File: src/rtl/alu_issue_stage.sv
// ID/EX issue stage: decodes the ALU control code, resolves operand hazards and registers the EX operands.
// Build option: define ALU_ISSUE_FWD_EN for EX/MEM forwarding; otherwise hazards are resolved by full interlock.
module alu_issue_stage #(
  parameter int DW = 32,
  parameter int RW = 5
) (
  input  logic          clk_i,
  input  logic          rst_i,
  input  logic [5:0]    id_opcode_i,
  input  logic [5:0]    id_funct_i,
  input  logic [RW-1:0] id_rs_i,
  input  logic [RW-1:0] id_rt_i,
  input  logic [RW-1:0] id_rd_i,
  input  logic [DW-1:0] id_rs_data_i,
  input  logic [DW-1:0] id_rt_data_i,
  input  logic [DW-1:0] id_imm_i,
  input  logic [DW-1:0] ex_result_i,
  input  logic [DW-1:0] mem_result_i,
  input  logic [RW-1:0] mem_dst_i,
  input  logic          mem_regwrite_i,
  input  logic          stall_i,
  input  logic          flush_i,
  output logic [DW-1:0] ex_src1_o,
  output logic [DW-1:0] ex_src2_o,
  output logic [3:0]    ex_ctrl_o,
  output logic [DW-1:0] ex_store_data_o,
  output logic [RW-1:0] ex_dst_o,
  output logic          ex_regwrite_o,
  output logic          ex_memread_o,
  output logic          ex_memwrite_o,
  output logic          ex_branch_o,
  output logic          ex_valid_o,
  output logic          illegal_o,
  output logic          stall_o
);

  localparam logic [5:0] OP_RTYPE = 6'b000000;
  localparam logic [5:0] OP_ADDI  = 6'b001000;
  localparam logic [5:0] OP_SLTI  = 6'b001010;
  localparam logic [5:0] OP_LW    = 6'b100011;
  localparam logic [5:0] OP_SW    = 6'b101011;
  localparam logic [5:0] OP_BEQ   = 6'b000100;

  logic [3:0]    dec_ctrl;
  logic          dec_use_imm;
  logic [RW-1:0] dec_dst;
  logic          dec_regwrite;
  logic          dec_memread;
  logic          dec_memwrite;
  logic          dec_branch;
  logic          dec_illegal;
  logic          dec_reads_rt;

  always_comb begin
    dec_ctrl     = 4'b0000;
    dec_use_imm  = 1'b0;
    dec_dst      = '0;
    dec_regwrite = 1'b0;
    dec_memread  = 1'b0;
    dec_memwrite = 1'b0;
    dec_branch   = 1'b0;
    dec_illegal  = 1'b0;
    dec_reads_rt = 1'b0;
    case (id_opcode_i)
      OP_RTYPE: begin
        dec_reads_rt = 1'b1;
        dec_dst      = id_rd_i;
        dec_regwrite = 1'b1;
        case (id_funct_i)
          6'b100100: dec_ctrl = 4'b0000;
          6'b100101: dec_ctrl = 4'b0001;
          6'b100000: dec_ctrl = 4'b0010;
          6'b100010: dec_ctrl = 4'b0011;
          6'b101010: dec_ctrl = 4'b0100;
          default: begin
            dec_illegal  = 1'b1;
            dec_dst      = '0;
            dec_regwrite = 1'b0;
          end
        endcase
      end
      OP_ADDI: begin
        dec_ctrl = 4'b0010; dec_use_imm = 1'b1; dec_dst = id_rt_i; dec_regwrite = 1'b1;
      end
      OP_SLTI: begin
        dec_ctrl = 4'b0100; dec_use_imm = 1'b1; dec_dst = id_rt_i; dec_regwrite = 1'b1;
      end
      OP_LW: begin
        dec_ctrl = 4'b0101; dec_use_imm = 1'b1; dec_dst = id_rt_i;
        dec_regwrite = 1'b1; dec_memread = 1'b1;
      end
      OP_SW: begin
        dec_ctrl = 4'b0110; dec_use_imm = 1'b1; dec_memwrite = 1'b1; dec_reads_rt = 1'b1;
      end
      OP_BEQ: begin
        dec_ctrl = 4'b0111; dec_branch = 1'b1; dec_reads_rt = 1'b1;
      end
      default: dec_illegal = 1'b1;
    endcase
  end

  // Operand 0 is rs, operand 1 is rt; both share the same hazard logic.
  logic [RW-1:0] opnd_idx  [2];
  logic [DW-1:0] opnd_rf   [2];
  logic [DW-1:0] opnd_val  [2];
  logic          load_dep  [2];
  logic          intlk_dep [2];

  assign opnd_idx[0] = id_rs_i;
  assign opnd_idx[1] = id_rt_i;
  assign opnd_rf[0]  = id_rs_data_i;
  assign opnd_rf[1]  = id_rt_data_i;

  genvar gi;
  generate
    for (gi = 0; gi < 2; gi++) begin : g_opnd
      logic idx_nz;
      assign idx_nz = (opnd_idx[gi] != '0);
      // A load in EX has no data yet, so it always costs one bubble.
      assign load_dep[gi] = ex_valid_o && ex_memread_o && (ex_dst_o != '0) &&
                            (ex_dst_o == opnd_idx[gi]);
`ifdef ALU_ISSUE_FWD_EN
      always_comb begin
        opnd_val[gi] = opnd_rf[gi];
        if (idx_nz && ex_valid_o && ex_regwrite_o && !ex_memread_o &&
            (ex_dst_o == opnd_idx[gi]))
          opnd_val[gi] = ex_result_i;
        else if (idx_nz && mem_regwrite_i && (mem_dst_i == opnd_idx[gi]))
          opnd_val[gi] = mem_result_i;
      end
      assign intlk_dep[gi] = 1'b0;
`else
      assign opnd_val[gi]  = opnd_rf[gi];
      assign intlk_dep[gi] = idx_nz &&
                             ((ex_valid_o && ex_regwrite_o && (ex_dst_o == opnd_idx[gi])) ||
                              (mem_regwrite_i && (mem_dst_i == opnd_idx[gi])));
`endif
    end
  endgenerate

`ifndef ALU_ISSUE_FWD_EN
  logic unused_fwd_data;
  assign unused_fwd_data = ^{ex_result_i, mem_result_i};
`endif

  assign stall_o = load_dep[0] || intlk_dep[0] ||
                   (dec_reads_rt && (load_dep[1] || intlk_dep[1]));

  always_ff @(posedge clk_i) begin
    if (rst_i || flush_i || (!stall_i && stall_o)) begin
      ex_src1_o       <= '0;
      ex_src2_o       <= '0;
      ex_ctrl_o       <= 4'b0000;
      ex_store_data_o <= '0;
      ex_dst_o        <= '0;
      ex_regwrite_o   <= 1'b0;
      ex_memread_o    <= 1'b0;
      ex_memwrite_o   <= 1'b0;
      ex_branch_o     <= 1'b0;
      ex_valid_o      <= 1'b0;
      illegal_o       <= 1'b0;
    end else if (!stall_i) begin
      ex_src1_o       <= dec_illegal ? '0 : opnd_val[0];
      ex_src2_o       <= dec_illegal ? '0 : (dec_use_imm ? id_imm_i : opnd_val[1]);
      ex_ctrl_o       <= dec_ctrl;
      ex_store_data_o <= dec_illegal ? '0 : opnd_val[1];
      ex_dst_o        <= dec_dst;
      ex_regwrite_o   <= dec_regwrite;
      ex_memread_o    <= dec_memread;
      ex_memwrite_o   <= dec_memwrite;
      ex_branch_o     <= dec_branch;
      ex_valid_o      <= 1'b1;
      illegal_o       <= dec_illegal;
    end
  end

endmodule
File: config.mk
export PLATFORM = sky130hd
export DESIGN_NAME = alu_issue_stage
export DESIGN_NICKNAME = d
export VERILOG_FILES = /design/src/rtl/alu_issue_stage.sv
export SDC_FILE = /design/constraint.sdc
export NUM_CORES = 1
export LEC_CHECK = 0
export CAP_MARGIN = 20
export CORE_UTILIZATION = 35
export DETAILED_ROUTE_END_ITERATION = 6
export GPL_TIMING_DRIVEN = 1
export PLACE_DENSITY = 0.78
export SYNTH_ARGS = -nofsm -noshare
export SYNTH_HDL_FRONTEND = slang
export SYNTH_SLANG_ARGS = --single-unit
File: constraint.sdc
create_clock -name clk_i -period 3.21 [get_ports clk_i]
set_clock_uncertainty 0.15 [all_clocks]
set_input_delay 0.963 -clock clk_i [delete_from_list [all_inputs] [get_ports clk_i]]
set_output_delay 0.963 -clock clk_i [all_outputs]
set_load 0.01 [all_outputs]
* Word-level counts from Yosys, hierarchy flattened
Cells that the tools add are included.
** Storage, ports and cells
- Logic and storage cells :: 72
- Bits in registers :: 111
- Input bits :: 197
** Operators by class
- Multiplexer cells :: 17
- Equal/unequal tests :: 14
- Reductions and logical operators :: 30
** Operator list (count)
- 2-to-1 mux 32 bit :: 4
- equality test 6 bit, second input constant :: 7
- equality test 5 bit :: 4
- one-hot mux 3 bit (6 select lines) :: 1
- nonzero test 5 bit :: 3
- logical AND 1 bit :: 13
- equality test 6 x 4 -> 1 bit, second input constant :: 2
- one-hot mux 3 bit (4 select lines) :: 1
- one-hot mux 5 bit (2 select lines) :: 1
- OR reduction 5 bit :: 2
- logical OR 1 bit :: 7
- 2-to-1 mux 1 bit :: 7
- equality test 6 x 3 -> 1 bit, second input constant :: 1
- logical NOT 6 bit :: 1
- OR reduction 3 bit :: 2
- 2-to-1 mux 5 bit :: 1
- one-hot mux 1 bit (2 select lines) :: 2
- OR reduction 4 bit :: 1
- logical NOT 1 bit :: 1

* Logic depth before layout (Yosys ltp)
Gate-level depths: netlist of the first run.
- Depth after elaboration :: 9
- Depth in mapped cells :: 8
- Mapped depth without buffers :: 5

* Worst setup path after synthesis of the first run
OpenSTA, ideal clock, no wires.
- Kind :: input -> output
- Start :: in id_opcode_i[0]
- End :: out stall_o
- Stages :: 5
- Arrival :: 2.259 ns
- Path slack :: -0.162 ns
- Required time :: 2.097 ns
- Path through :: buf_2 > or4_4 > o22a_1 > a21oi_1 > or2_2
** On the way
- Cells in the longest elaborated chain, start to end :: 5
** Ends and longest elaborated chain
- start, declared :: line 9 : input logic [5:0] id_opcode_i,
- equality test 6 x 3 -> 1 bit, or another cell as far along :: line 64 : case (id_opcode_i)
- OR reduction 3 bit (no line) *
- 2-to-1 mux 1 bit * :: line 64
- logical AND 1 bit * :: line 147 : (dec_reads_rt && (load_dep[1] || intlk_dep[1]));
- logical OR 1 bit * :: line 146 : assign stall_o = load_dep[0] || intlk_dep[0] ||
- end, declared :: line 34 : output logic stall_o
Every way passes the cells marked *; elsewhere a longest branch is shown, timed or not.

* Worst setup path after layout of the first run
- Start :: in id_rt_i[2]
- End :: out stall_o
** On the way
- Cells in the longest elaborated chain, start to end :: 7
** Ends and longest elaborated chain
- start, declared :: line 12 : input logic [RW-1:0] id_rt_i,
- equality test 5 bit, on equally long branches :: line 121, 135, 136
- logical AND 1 bit, on equally long branches :: line 135, 136
- logical OR 1 bit :: line 135 : ((ex_valid_o && ex_regwrite_o && (ex_dst_o == opnd_idx[gi])) ||
- logical AND 1 bit :: line 134 : assign intlk_dep[gi] = idx_nz &&
- logical OR 1 bit * :: line 147
- logical AND 1 bit * :: line 147
- logical OR 1 bit * :: line 146
Marked as above.

==> results of run 1 <==
==> registers in the layout, indices dropped and copies added (netlist names) <==
signal / count
ex_memread_o: 1
ex_branch_o: 1
ex_memwrite_o: 1
illegal_o: 1
ex_store_data_o: 32
ex_dst_o: 5
ex_src1_o: 32
ex_regwrite_o: 1
ex_src2_o: 32
ex_valid_o: 1
ex_ctrl_o: 3
==> power groups by stage <==
stage / combinational (uW) / sequential (uW) / clock [uW]
floorplan: 177 / 1420 / 0
global placement: 462 / 1410 / 0
detailed placement: 467 / 1410 / 0
CTS: 472 / 1380 / 1160
global route: 520 / 1380 / 1220
finish: 483 / 1380 / 1120
==> critical path, delay by kind of cell <==
kind                   cells  cell delay [ns]
AOI/OAI and AO/OA          3             0.62
buffers and inverters      2             0.22
and+or+nand+nor            2             0.58
==> routing by layer <==
metal	global-route usage	vias to the layer above
met1	0.281	2812
li1	-	2920
met3	0.0680	40
met4	0.102	0
met2	0.406	248
met5	0	-
==> metrics by stage <==
| step | setup WS, ns | power, uW | cell area, um2 | hold WS, ns |
|---|---|---|---|---|
| after floorplan | -0.0806 | 1600 | 5390 | 0.320 |
| after global placement | -0.892 | 1880 | 8320 | 0.300 |
| after detailed placement | -0.916 | 1880 | 8320 | 0.311 |
| after CTS | -0.130 | 3010 | 8880 | 0.327 |
| after global routing | -0.324 | 3120 | 8970 | 0.355 |
| final | -0.297 | 2990 | 8970 | 0.326 |
==> logic make-up after synthesis <==
| group | synth area share |
|---|---|
| other | 0.000698 |
| AOI/OAI and AO/OA | 0.301 |
| DFF | 0.410 |
| and+or+nand+nor | 0.133 |
| buffers and inverters | 0.0540 |
| xor gates and xnor gates | 0.0326 |
| muxes | 0.0689 |
==> cells in the mapped netlist, drive strengths merged (2+ instances only) <==
cell     instances  share of area
dfxtp          110           0.41
a21oi          102          0.096
nand2           84          0.059
a2111oi         64           0.10
clkbuf          52          0.036
a22oi           32          0.045
mux2            32          0.067
o21ai           13          0.012
xnor2           12          0.020
inv             10         0.0070
nor2            10         0.0070
nor3             9         0.0084
and2             8         0.0093
buf              8          0.011
o2111ai          8          0.016
xor2             8          0.013
nand4            6         0.0070
nor4             4         0.0047
a41oi            3         0.0049
and3             3         0.0035
and4b            3         0.0056
nand2b           3         0.0035
nand3            3         0.0037
or3              3         0.0035
a31oi            2         0.0023
nand4b           2         0.0033
o211ai           2         0.0028
o31ai            2         0.0028
or2              2         0.0023
or4              2         0.0035
==> final timing paths <==
| kind | depth (start not counted) | to | slack [ns] |
|---|---|---|---|
| worst max-delay path | 7 | stall_o | -0.30 |
| worst min-delay path | 2 | ex_ctrl_o[2] | 0.33 |
| worst min register to register | 2 | ex_ctrl_o[2] | 0.33 |
| worst max register to register | 15 | ex_ctrl_o[0] | -0.07 |
==> area by class of cell <==
class | instances | area [um2]
Clock buffer | 12 | 267
Clock inverter | 4 | 37.5
Fill cell | 1268 | 5790
Inverter | 10 | 37.5
Multi-Input combinational cell | 439 | 3040
Sequential cell | 110 | 2200
Tap cell | 184 | 230
Timing Repair Buffer | 327 | 3150
==> repair_timing <==
action                                  in CTS  in global routing
cloned                                       0                  1
endpoints found under the setup margin      65                 62
setup buffers                               30                  4
pin swaps                                   22                 12
gates resized for setup                     79                 29
==> out/qor.csv, run 1 <==
stage,metric,value,unit
worst_hold_path,hp-start,ex_ctrl_o[2],
timing,fin_crit_sh,1.09,
logic_synthesis,syn_avg_cell_area,8.68,um2
power_and_ir_drop,p_int,2250,uW
critical_path,startpoint,id_rt_i[2],
critical_path,cp_slowest_cell,o211ai_1,
die,rows,44,
power_and_ir_drop,seq_power_share,0.462,
logic_synthesis,synth_nets,816,
logic_synthesis,yosys_most_used_dff,dfxtp_1,
power_and_ir_drop,sw_frac_of_total,0.249,
clock_tree,worstSkewPairLatency,0.34,ns
timing,rsz0062_at_grt,yes,
routing,wl,19400,um
routing,first_iter_violations,320,
worst_hold_path,hold_class,reg -> reg,
routing,wl_met3,1400,um
power_and_ir_drop,power.leakage,0.00314,uW
logic_synthesis,synth_edf_count,0,
critical_path,critical_path_class,in -> out,
layout,layout.nets,1094,
critical_path,arrival,2.39,ns
routing,highest-signal-layer,met4,
die,coreArea,14800,um2
placement,portBuffers,243,
timing,worst-slew-pin-transition,0.663,ns
layout,utilization,0.608,
grt,grt_pass1_wl,30400,um
critical_path,worst-path-max-fanout,3,
logic_synthesis,synth.yosys.seq_area_share,0.410,
timing,tns,-0.400,ns
placement,dpl.hpwl,12700,um
grt,grt-ovfl-total,0,
critical_path,cp_cell_sequence,buf_8 > nor4_4 > a21oi_2 > o211ai_1 > a21oi_4 > or2_4 > buf_6,
logic_synthesis,netlist_area,5370,um2
timing,hold_viol,0,
critical_path,cp.required,2.10,ns
clock_tree,cts_sinks,110,
timing,layout_setup_ws,-0.297,ns
layout,drive_above_1_share,0.190,
routing,vias,6020,
job,maxCapViolations,0,
clock_tree,h-tree-depth,3,
power_and_ir_drop,p_switching,743,uW
logic_synthesis,synth_seq_cells,110,
die,start_util,0.364,
die,io_pins,309,
grt,grt_usage,0.239,
timing,min_period,3.51,ns
clock_tree,cts-root-buf,clkbuf_16,
layout,final_cell_mix,"219 x clkdlybuf4s50_1, 110 x dfxtp_1, 98 x a21oi_1",
critical_path,critPathMaxStageDelay,0.38,ns
critical_path,critPathCaptureType,output pin,
logic_synthesis,async_flop_share,0,
critical_path,start_kind,input port,
run_status,failed_checks,setup timing,
clock_tree,path_clk_slew,0.07,ns
logic_synthesis,ys.warnings.count,0,
power_and_ir_drop,p_clk_frac,0.376,
power_and_ir_drop,irDropWorstVdd,0.242,mV
layout,layoutNonFillerInstCount,1086,
die,die_area,15900,um2
routing,routedWlPerCell,17.8,um
critical_path,r2r-start,ex_dst_o[4],
routing,wl_met1,7890,um
logic_synthesis,synth.distinct_cells,53,
routing,wl_met2,9530,um
layout,final_common_cell,clkdlybuf4s50_1,
placement,place_congestion,0.922,
clock_tree,cts_buffer_depth,2,
grt,first_global_vias,5967,
timing,setup_viol,2,
clock_tree,numCtsBuffers,9,
grt,grt_max_degree,100,
power_and_ir_drop,pwr-share-comb,0.162,
routing,viasPerCell,5.54,
power_and_ir_drop,power_density,333,nW/um2
timing,relSlewSlack,0.558,
placement,post-place-cells,1038,
run_status,status,"finished, violations left",
routing,detail-route-antenna-nets,0,
die,fp.dieW,126,um
timing,fmax,285,MHz
clock_tree,holdBufCountCts,0,
logic_synthesis,synth_cells,619,
grt,antenna_found_initial,0,
routing,drt_pre_antenna_iters,5,
routing,drc,0,
layout,antennaDiodeCount,0,
timing,final_max_slew_viol_count,0,
die,die_h,126,um
layout,area_growth,66.9,%
clock_tree,cts_tree,built,
Power figures use the tool's default switching activity.
==> inputs of run 2 (changes only) <==
--- a/config.mk
+++ b/config.mk
@@ -6,10 +6,11 @@
 export NUM_CORES = 1
 export LEC_CHECK = 0
 export CAP_MARGIN = 20
-export CORE_UTILIZATION = 35
+export CORE_UTILIZATION = 36
+export CTS_BUF_LIST = sky130_fd_sc_hd__clkbuf_2 sky130_fd_sc_hd__clkbuf_4 sky130_fd_sc_hd__clkbuf_8
 export DETAILED_ROUTE_END_ITERATION = 6
 export GPL_TIMING_DRIVEN = 1
-export PLACE_DENSITY = 0.78
+export PLACE_DENSITY = 0.8
 export SYNTH_ARGS = -nofsm -noshare
 export SYNTH_HDL_FRONTEND = slang
 export SYNTH_SLANG_ARGS = --single-unit
==> run 2 against run 1 <==
Compared with the run above:
- the flow still finishes with violations (setup timing)
- cell area increased by 0.78%
- total power decreased by 7.1%
- sequential power about the same
- register-to-register slack improved by 0.24 ns
- die area decreased by 2.7%
- count of clock-buffer cells in the layout decreased by 2
- utilization increased by 1.4 points
- fmax increased by 3.3%
- routed wire length increased by 4.1%
- setup slack improved by 0.11 ns
- critical path depth unchanged
- final cell count increased by 0.64%
- critical path type unchanged
- critical endpoint unchanged
- largest cell class unchanged
==> out/qor.csv, run 2 (synthesis gave the netlist of run 1 again) <==
stage,metric,value,unit,change
run_status,status,"finished, violations left",,
run_status,failed_checks,setup timing,,
critical_path,cp.required,2.10,ns,about the same
timing,layout_setup_ws,-0.185,ns,+0.112 ns
clock_tree,path_clk_slew,0.10,ns,+0.03 ns
die,rows,44,,unchanged
grt,first_global_vias,5532,,-7.3%
timing,final_max_slew_viol_count,0,,unchanged
timing,fin_crit_sh,1.06,,-0.0347
critical_path,arrival,2.28,ns,-0.11 ns
timing,rsz0062_at_grt,yes,,
placement,post-place-cells,1038,,unchanged
layout,largestRegisters,"ex_src1_o: 32 flops, ex_src2_o: 32 flops, ex_store_data_o: 32 flops",,
layout,utilization,0.622,,+0.0140
clock_tree,numCtsBuffers,9,,unchanged
worst_hold_path,hold_class,reg -> reg,,
layout,drive_above_1_share,0.212,,+0.0227
job,maxCapViolations,0,,unchanged
clock_tree,h-tree-depth,3,,unchanged
layout,final_common_cell,clkdlybuf4s50_1,,
placement,place_congestion,0.923,,+0.11%
clock_tree,cts_buffer_depth,2,,unchanged
die,io_pins,309,,unchanged
grt,grt_pass1_wl,28300,um,-6.9%
layout,layout.nets,1101,,+0.64%
power_and_ir_drop,irDropWorstVdd,0.299,mV,+24%
timing,fmax,295,MHz,+3.3%
placement,portBuffers,243,,unchanged
routing,routedWlPerCell,18.4,um,+3.5%
routing,wl,20200,um,+4.1%
layout,layoutNonFillerInstCount,1093,,+0.64%
critical_path,critical_path_class,in -> out,,
routing,first_iter_violations,345,,+7.8%
routing,drt_pre_antenna_iters,5,,unchanged
clock_tree,worstSkewPairLatency,0.38,ns,+0.04 ns
layout,antennaDiodeCount,0,,unchanged
die,fp.dieW,124,um,-1.4%
timing,setup_viol,1,,-1
power_and_ir_drop,fin_total_pwr,2780,uW,-7.1%
power_and_ir_drop,power.leakage,0.00315,uW,+0.46%
layout,area_growth,68.2,%,
die,die_h,124,um,-1.4%
layout,fillers,1180,,-6.9%
grt,grt_usage,0.238,,-0.000488
timing,min_period,3.40,ns,-0.112 ns
clock_tree,holdBufCountCts,0,,unchanged
routing,viasPerCell,5.53,,-0.26%
critical_path,critPathCaptureType,output pin,,
grt,grt_max_degree,167,,+67%
timing,relSlewSlack,0.516,,-0.0422
timing,hold_viol,0,,unchanged
die,die_area,15400,um2,-2.7%
grt,antenna_found_initial,0,,unchanged
layout,final_cell_mix,"220 x clkdlybuf4s50_1, 110 x dfxtp_1, 98 x a21oi_1",,
routing,vias,6043,,+0.38%
critical_path,start_kind,input port,,
die,coreArea,14500,um2,-1.5%
placement,dpl.hpwl,12700,um,about the same
clock_tree,cts_tree,built,,
clock_tree,cts_sinks,110,,unchanged
power_and_ir_drop,power_density,307,nW/um2,-7.8%
timing,worst-slew-pin-transition,0.726,ns,+0.0633 ns
grt,grt-ovfl-total,0,,unchanged
routing,detail-route-antenna-nets,0,,unchanged
critical_path,worst-path-max-fanout,3,,unchanged
routing,drc,0,,unchanged
clock_tree,cts-root-buf,clkbuf_8,,
die,start_util,0.370,,+0.00552
-- run 2: changes by cell type in the layout (fill, tap and decap cells not counted), moves of 3 or more --
cell	delta
xnor2_2	+3
clkbuf_16	-7
a2111oi_2	+6
buf_6	+5
a2111oi_1	-4
xnor2_1	-3
clkdlybuf4s15_1	-3
a2111oi_0	-4
buf_4	+4
clkbuf_8	+7
clkdlybuf4s15_2	-3
buf_2	+3
-- run 2: per-layer routing --
layer | vias to the layer above | wire, um | GRT usage
met3 | 28 | 1910 | 0.0897
met5 | - | 0 | 0
li1 | 2931 | - | -
met2 | 246 | 9880 | 0.399
met4 | 0 | 329 | 0.0826
met1 | 2838 | 8040 | 0.277
-- run 2: stage by stage --
stage          hold WS (ns)  worst slack, ns  area [um2]  setup TNS (ns)
2_1_floorplan         0.320          -0.0806        5390         -0.0806
3_3_place_gp          0.297           -0.918        8300          -37.99
3_5_place_dp          0.308           -0.951        8300          -39.14
4_1_cts               0.333           -0.126        8740          -0.126
5_1_grt               0.356           -0.199        9040           -2.51
6_report              0.329           -0.185        9040          -0.185
-- run 2: timing repair --
item,in CTS,in global routing
setup endpoints to repair,65,67
resized for setup,91,51
setup buffers,33,5
pin swaps,20,20
gates cloned,0,4
-- run 2: report_power, final --
group	total [uW]	leakage, uW	internal [uW]	switching (uW)
clock network	890	0.000105	388	502
logic	505	0.00216	281	225
registers	1380	0.000887	1370	7.83
-- run 2: cell type report --
class | count | area, um2 | area share
multi-input combinational | 439 | 3140 | 0.348
timing repair buffer | 334 | 3220 | 0.356
tap | 184 | 230 | 0.0255
sequential | 110 | 2200 | 0.244
clock inverter | 6 | 67.6 | 0.00748
clock buffer | 10 | 138 | 0.0152
inverter | 10 | 37.5 | 0.00415
-- run 2: critical path, stage by stage --
cell      delay [ns]
buf_6           0.10
nor4_4          0.33
a21oi_2         0.12
o211ai_1        0.28
a21oi_2         0.12
or2_4           0.24
buf_6           0.12
-- run 2: worst paths after layout --
kind	startpoint	end	slack, ns	cells after the start
hold / removal	ex_ctrl_o[0]	ex_ctrl_o[0]	0.33	2
setup / recovery	id_rt_i[3]	stall_o	-0.19	7
hold reg to reg	ex_ctrl_o[0]	ex_ctrl_o[0]	0.33	2
setup reg to reg	ex_dst_o[4]	ex_valid_o	0.17	15
==> inputs of run 3 (changes only) <==
==> config.mk (replaced) <==
export PLATFORM = sky130hd
export DESIGN_NAME = alu_issue_stage
export DESIGN_NICKNAME = d
export VERILOG_FILES = /design/src/rtl/alu_issue_stage.sv
export SDC_FILE = /design/constraint.sdc
export NUM_CORES = 1
export LEC_CHECK = 0
export CAP_MARGIN = 20
export CORE_UTILIZATION = 35
export DETAILED_ROUTE_END_ITERATION = 6
export GPL_ROUTABILITY_DRIVEN = 0
export GPL_TIMING_DRIVEN = 1
export PLACE_DENSITY = 0.78
export SLEW_MARGIN = 10
export SYNTH_ARGS = -nofsm -noshare
export SYNTH_HDL_FRONTEND = slang
export SYNTH_SLANG_ARGS = --single-unit
==> results of run 3 <==
Same layout as run 1: the final DEF is identical, and so are final timing and power.
